**config.mk**
```make
export PLATFORM = sky130hd
export DESIGN_NAME = intc_vec
export DESIGN_NICKNAME = d
export VERILOG_FILES = /design/src/rtl/intc_vec.sv
export SDC_FILE = /design/constraint.sdc
export NUM_CORES = 1
export LEC_CHECK = 0
export ABC_AREA = 1
export BUFFER_PORTS_ARGS = -buffer_cell sky130_fd_sc_hd__clkbuf_2
export CAP_MARGIN = 20
export CORE_MARGIN = 10
export CORE_UTILIZATION = 49
export DETAILED_ROUTE_END_ITERATION = 8
export GPL_TIMING_DRIVEN = 0
export PLACE_DENSITY = 0.8
export SLEW_MARGIN = 20
export SYNTH_ARGS = -nofsm -noshare
export SYNTH_HDL_FRONTEND = slang
export SYNTH_SLANG_ARGS = --single-unit
```
**constraint.sdc**
```tcl
create_clock -name clk -period 2.72 [get_ports clk]
set_clock_uncertainty 0.1 [all_clocks]
set_input_delay 0.544 -clock clk [delete_from_list [all_inputs] [get_ports clk]]
set_output_delay 0.544 -clock clk [all_outputs]
set_load 0.005 [all_outputs]
```
**src/rtl/intc_vec.sv**
```systemverilog
// Vectored interrupt controller: synchronises, latches, masks and prioritises NUM_CH lines.
// Optional macro INTC_EDGE_EN adds per-channel edge latching (mode register and third sync stage).
module intc_vec #(
  parameter int                 NUM_CH   = 8,
  parameter int                 VEC_W    = 10,
  parameter logic [VEC_W-1:0]   VEC_BASE = 10'h3F0
) (
  input  logic                        clk,
  input  logic                        reset,
  input  logic [NUM_CH-1:0]           irq_in,
  input  logic                        i_set,
  input  logic                        i_clr,
  input  logic                        mask_we,
  input  logic [NUM_CH-1:0]           mask_din,
  input  logic                        mode_we,
  input  logic [NUM_CH-1:0]           mode_din,
  input  logic                        irq_ack,
  input  logic                        irq_eoi,
  output logic                        irq_req,
  output logic [$clog2(NUM_CH)-1:0]   irq_id,
  output logic [VEC_W-1:0]            vec_addr,
  output logic                        ien_q,
  output logic                        isr_act,
  output logic [$clog2(NUM_CH)-1:0]   isr_id,
  output logic [NUM_CH-1:0]           pend_q
);

  localparam int IDW = $clog2(NUM_CH);

  logic [NUM_CH-1:0] s1, s2, pend, mask, elig, pend_next;
  logic [IDW-1:0]    win, act_id;
  logic              ien, act, take;

  always_ff @(posedge clk or posedge reset) begin
    if (reset) begin
      s1 <= '0;
      s2 <= '0;
    end else begin
      s1 <= irq_in;
      s2 <= s1;
    end
  end

  assign elig = pend & mask;

  // Fixed priority: scanning downward leaves the lowest set index as the winner.
  always_comb begin
    win = '0;
    for (int n = NUM_CH - 1; n >= 0; n--) begin
      if (elig[n]) win = IDW'(n);
    end
  end

  assign irq_req = (|elig) & ien & ~act;
  assign take    = irq_ack & irq_req;

`ifdef INTC_EDGE_EN
  logic [NUM_CH-1:0] s3, mode, ack_clr;

  always_ff @(posedge clk or posedge reset) begin
    if (reset) begin
      s3   <= '0;
      mode <= '0;
    end else begin
      s3 <= s2;
      if (mode_we) mode <= mode_din;
    end
  end

  always_comb begin
    ack_clr = '0;
    if (take) ack_clr[win] = 1'b1;
  end

  // A new edge is OR-ed in after the ack clear, so a simultaneous set wins.
  assign pend_next = (mode & ((pend & ~ack_clr) | (s2 & ~s3))) | (~mode & s2);
`else
  logic unused_mode;
  assign unused_mode = mode_we ^ (^mode_din);
  assign pend_next   = s2;
`endif

  always_ff @(posedge clk or posedge reset) begin
    if (reset) begin
      pend   <= '0;
      mask   <= '0;
      ien    <= 1'b0;
      act    <= 1'b0;
      act_id <= '0;
    end else begin
      pend <= pend_next;
      if (mask_we) mask <= mask_din;
      if (i_clr || take) ien <= 1'b0;
      else if (i_set)    ien <= 1'b1;
      if (take) begin
        act    <= 1'b1;
        act_id <= win;
      end else if (irq_eoi) begin
        act <= 1'b0;
      end
    end
  end

  assign irq_id   = win;
  assign vec_addr = VEC_BASE + VEC_W'(win);
  assign ien_q    = ien;
  assign isr_act  = act;
  assign isr_id   = act_id;
  assign pend_q   = pend;

endmodule

```
==> results_dict.tcl, run 1 <==
set metrics [dict create \
    rsz0062_at_grt "false" \
    synth_xor_area_frac 0 \
    hold_path_class "input pin to asynchronous set/reset pin" \
    syn_area_um2 1354 \
    layout_min_cycle_time_ps 2247 \
    ys_types 17 \
    synth_top_family_by_area "simple AND/OR/NAND/NOR gates" \
    first_iter_violations 20 \
    cap_violations 0 \
    yosys_warnings 0 \
    first_pass_iters 2 \
    io_pins 59 \
    fin_ws_ps 473.1 \
    ys_async_sr_fraction 1.000 \
    syn_to_final_growth_pct 23.01 \
    dieArea_um2 5265 \
    holdBufCountCts 0 \
    yosys.area_share.simple 0.1201 \
    finalNetCount 193 \
    tightest_slew_ps 715.3 \
    core_um2 2710 \
    slew-limit-headroom 0.5224 \
    max_clock_freq_mhz 445.1 \
    root_buffer "clkbuf_4" \
    cp_common_cell "nand2_1" \
    synthMuxAreaShare 0.06654 \
    worstPathArrival_ps 1600 \
    placed_cell_area_um2 1617 \
    htree_levels 2 \
    crit_path_end_kind "output port" \
    vias_per_cell 4.466 \
    crit_start "pend_q[7]" \
    place_worst_setup_slack_ps 811.5 \
    clock_latency_ps 320 \
    gp_congestion 0.7505 \
    synth_edf_count 0 \
    netlist.area_leader.share 0.6839 \
    finalSetupViolCount 0 \
    syn_avg_cell_area_um2 12.54 \
    clk_pin_slew_ps 100 \
    post_cts_buffers 0 \
    finalCritPeriodShare 0.8261 \
    hold_violations 0 \
    synth_area_leader_cell "dfrtp_1" \
    r2r_cells 8 \
    grt_first_pass_wirelength_mm 4.133 \
    routed_wl_mm 2.446 \
    cts_tree "done" \
    synth_top_flop_cell "dfrtp_1" \
    cp.required_ps 2080 \
    synth_cells 108 \
    grt_overflow_total 0 \
    antenna_left 0 \
    die_h_um 72.56 \
    wl_per_cell_um 12.67 \
    yosysMostFrequentCell "dfrtp_1" \
    synth_common_cells "dfrtp_1 (37), nand2_1 (16), buf_4 (10), inv_1 (10), nand2_2 (10)" \
    clockBufferDepth 2 \
    worstPathMaxFanout 2 \
    dp_hpwl_mm 2.033 \
    grt_start_max_net_pins 38 \
    cts_inserted_buffers 5 \
    antenna_found_initial 0 \
    synth-adder-area-share 0 \
    synth_area_leaders "dfrtp_1 (68%), mux2_2 (6.7%), buf_4 (5.5%)" \
    grt_pass1_vias 953 \
    die_w_um 72.56 \
    critical_path.max_stage_delay_ps 360 \
    vias 862 \
    ir_drop_uv 439.7 \
    slew_violations 0 \
    drive_gt1_frac 0.5123 \
    synth_compound_area_frac 0.03235 \
    synth_seq_cells 37 \
    final_area_um2 1665 \
    fill_cells 254 \
    p_leak_nw 0.9068 \
    grt.total_usage 0.1001 \
    route.detailed.drc 0 \
    ctsResizeCount 0 \
    path_class "flop to output port" \
    antenna_cells 0 \
    num_rows 19 \
    r2r_start "mask[3]" \
    cts_sinks 37 \
    port_buffers 41 \
    powerDensity_nw_per_um2 628.0 \
    tns_ps 0 \
    status "completed" \
    initial_core_util 0.4995 \
    path_cells "nand2_1 > inv_1 > nand2_1 > nand2_1 > nand2_1 > nand2_1 > nand2_1 > a21boi_0 > buf_4 > clkbuf_2" \
    synth-seq-area-share 0.6839 \
    critPathSlowestCell "dfrtp_1" \
    start_kind "flop" \
]
==> final timing paths <==
| kind | endpoint | slack [ps] |
|---|---|---|
| max in group asynchronous | s1[6] | 1850 |
| worst min-delay path | pend_q[4] | 220 |
| worst max-delay path | vec_addr[0] | 470 |
| worst min register to register | pend_q[5] | 240 |
| worst max register to register | isr_act | 1450 |
| min in group clk | s1[3] | 220 |
==> where the power goes <==
| group | switching, W | internal (W) |
|---|---|---|
| Sequential | 0.0000234 | 0.000596 |
| Clock | 0.000152 | 0.000103 |
| Combinational | 0.0000860 | 0.0000851 |
==> stage by stage <==
step / util / hold slack, ps / total power (W) / instances
finish: 0.6145 / 215.1 / 0.001046 / 193
global route: 0.6145 / 197.7 / 0.001121 / 193
CTS: 0.6145 / 203.4 / 0.001067 / 193
detailed placement: 0.5965 / 236.4 / 0.0008065 / 185
global placement: 0.5965 / 232.0 / 0.0007963 / 185
floorplan: - / 231.2 / 0.0007315 / 113
==> layout make-up <==
cell class | count | area, um^2 | share of cell area
clock buffers | 8 | 48.80 | 0.02930
plain buffers | 11 | 80.08 | 0.04808
flip-flops and latches | 37 | 925.9 | 0.5560
well taps | 31 | 38.79 | 0.02329
multi-input cells | 54 | 322.8 | 0.1938
inverters | 11 | 43.79 | 0.02630
repair buffers | 41 | 205.2 | 0.1232
==> metal layers <==
metal  global-route usage  share of wire  routed length, um  vias to the layer above
li1                     -              -                  -                      421
met1              0.09484           0.35                851                      400
met5                    0              0                  0                        -
met3              0.06403           0.15                368                        2
met2               0.1638           0.49               1209                       39
met4              0.05063         0.0070                 17                        0
==> logic make-up after synthesis <==
logic type	Yosys count
mux	8
other cells	2
compound gates	6
buf+inv	22
flops	37
simple gates	33
==> worst max-delay path, delay by kind of cell (launching register included) <==
family | cells | cell delay (ps)
flops | 1 | 360
simple gates | 6 | 340
buf+inv | 3 | 320
compound gates | 1 | 260
==> sequential cells by signal, summed over array words and instances (netlist names) <==
name	flops
isr_id	3
ien_q	1
s1	8
isr_act	1
pend_q	8
mask	8
pend_next	8
==> cells in the final DEF (no fill, tap or decap), drive strengths merged <==
cell,n
a21boi,1
dfrtp,37
inv,11
o21ai,4
a31o,1
nand3,1
nand2,26
nor2,6
conb,7
buf,11
mux2,8
clkbuf,49
(Power assumes the default switching activity.)
==> run 2: changes to the inputs <==
--- a/config.mk
+++ b/config.mk
@@ -9,10 +9,10 @@
 export BUFFER_PORTS_ARGS = -buffer_cell sky130_fd_sc_hd__clkbuf_2
 export CAP_MARGIN = 20
 export CORE_MARGIN = 10
-export CORE_UTILIZATION = 49
+export CORE_UTILIZATION = 41
 export DETAILED_ROUTE_END_ITERATION = 8
 export GPL_TIMING_DRIVEN = 0
-export PLACE_DENSITY = 0.8
+export PLACE_DENSITY = 0.71
 export SLEW_MARGIN = 20
 export SYNTH_ARGS = -nofsm -noshare
 export SYNTH_HDL_FRONTEND = slang
==> constraint.sdc (replaced) <==
create_clock -name clk -period 1.8 [get_ports clk]
set_clock_uncertainty 0.1 [all_clocks]
set_input_delay 0.36 -clock clk [delete_from_list [all_inputs] [get_ports clk]]
set_output_delay 0.36 -clock clk [all_outputs]
set_load 0.005 [all_outputs]
==> results_dict.tcl, run 2 (synthesis results as in run 1) <==
set metrics [dict create \
    status "complete, but fails checks" \
    violations "negative setup slack" \
    hold_path_class "input pin to asynchronous set/reset pin" \
    grtUsageMet3 0.05991 \
    initial_core_util 0.4363 \
    netSwitchingFraction 0.2425 \
    worstPathArrival_ps 1450 \
    tns_ps -292.7 \
    crit_start "pend_q[6]" \
    grt.total_usage 0.09145 \
    die_w_um 77.46 \
    cts_sinks 37 \
    crit_path_end_kind "output port" \
    first_pass_iters 3 \
    finalNetCount 202 \
    drive_gt1_frac 0.6082 \
    worstSetupPathDepth 9 \
    fin_ws_ps -110.8 \
    start_kind "flop" \
    first_iter_violations 31 \
    cap_violations 0 \
    worstPathMaxFanout 2 \
    internal_power_w 0.001400 \
    clockBufferDepth 2 \
    finalSetupViolCount 4 \
    slew_violations 0 \
    dp_hpwl_mm 1.959 \
    grt_start_max_net_pins 38 \
    path_buf_inv 2 \
    rsz0062_at_grt "true" \
    path_class "flop to output port" \
    layout_min_cycle_time_ps 1911 \
    power.switching_w 0.0004481 \
    wl_per_cell_um 11.76 \
    cts_inserted_buffers 5 \
    finish.utilization 0.5984 \
    place_worst_setup_slack_ps 61.62 \
    max_clock_freq_mhz 523.3 \
    vias_per_cell 4.135 \
    slew-limit-headroom 0.5100 \
    root_buffer "clkbuf_4" \
    antenna_cells 0 \
    clock_latency_ps 330 \
    dieArea_um2 6000 \
    htree_levels 2 \
    cts_tree "done" \
    p_comb_frac 0.171 \
    critical_path.max_stage_delay_ps 400 \
    antenna_left 0 \
    vias 889 \
    final_area_um2 1857 \
    p_leak_nw 0.9748 \
    grt_use_met1 0.09135 \
    routed_wl_mm 2.529 \
    grt.busiest_layer "met2" \
    critPathSlowestCell "dfrtp_1" \
    crit_family "flip-flops" \
    tightest_slew_ps 733.9 \
    port_buffers 41 \
    antenna_found_initial 0 \
    r2r_start "mask[0]" \
    cp.required_ps 1340 \
    rrSetupSlack_ps 500 \
    met2_usage 0.1530 \
    io_pins 59 \
    path_cells "nand2_2 > nand2_1 > nand2_1 > nand2_1 > nand2_1 > nand2_2 > a21boi_2 > buf_4 > buf_6" \
    die_h_um 77.46 \
    clkPwrFrac 0.321 \
    powerDensity_nw_per_um2 995.3 \
    grt_pass1_vias 1000 \
    cp_common_cell "nand2_1" \
    final_common_cell "dfrtp_1" \
    grt_first_pass_wirelength_mm 4.443 \
    placed_cell_area_um2 1633 \
    core_um2 3103 \
    num_rows 20 \
    gp_congestion 0.7155 \
    mostFrequentLayoutCells "dfrtp_1 (37), clkbuf_2 (36), buf_4 (17)" \
    syn_to_final_growth_pct 37.15 \
    route.detailed.drc 0 \
    seqPwrFrac 0.507 \
    ir_drop_uv 767.6 \
    clk_pin_slew_ps 120 \
    hold_violations 0 \
    grt_overflow_total 0 \
    fill_cells 284 \
    r2r_cells 8 \
    finalCritPeriodShare 1.062 \
]
-- run 2: cell count changes in the layout (fill, tap and decap cells not counted), sizes merged --
cell | previous run | this run
bufinv | 0 | 1
dlygate4sd3 | 0 | 2
clkinvlp | 0 | 1
clkbuf | 49 | 42
buf | 11 | 23
-- run 2: what timing repair did --
item,CTS,global route
hold buffers,0,2
endpoints found under the setup margin,6,7
pin swaps,5,5
resized for setup,13,10
hold endpoints to repair,0,2
buffers inserted,4,3
-- run 2: per-stage QoR --
step / hold slack (ps) / power, W / std cells
6_report: 25.29 / 0.001848 / 215
5_1_grt: 1.965 / 0.001965 / 215
4_1_cts: 9.313 / 0.001845 / 210
3_5_place_dp: 234.7 / 0.001217 / 198
3_3_place_gp: 232.3 / 0.001205 / 198
2_1_floorplan: 231.2 / 0.001105 / 113
-- run 2: metal layers --
| metal | share of wire | wire length, um | up-vias |
|---|---|---|---|
| li1 | - | - | 435 |
| met1 | 0.38 | 972 | 420 |
| met2 | 0.51 | 1294 | 34 |
| met3 | 0.10 | 262 | 0 |
| met4 | 0 | 0 | 0 |
| met5 | 0 | 0 | - |
-- run 2: power by group through the flow --
stage	Combinational (W)	Clock, W	Sequential (W)
global route	0.000358	0.000658	0.000949
finish	0.000316	0.000594	0.000938
CTS	0.000293	0.000614	0.000938
detailed placement	0.000264	0	0.000954
floorplan	0.000154	0	0.000951
global placement	0.000257	0	0.000949
-- run 2: area by class of cell --
class	instances	area [um^2]	share of cell area
flip-flops and latches	37	925.9	0.4987
multi-input cells	54	360.3	0.1941
repair buffers	50	302.8	0.1631
plain buffers	11	80.08	0.04313
well taps	44	55.05	0.02965
clock buffers	6	51.30	0.02763
inverters	11	43.79	0.02358
clock inverters	2	37.54	0.02022
-- run 2: path summary, 6_finish.rpt --
kind | end
worst min-delay path | pend_q[0]
worst min register to register | pend_q[2]
max in group asynchronous | s1[0]
worst max-delay path | vec_addr[0]
min in group clk | s1[4]
worst max register to register | isr_act
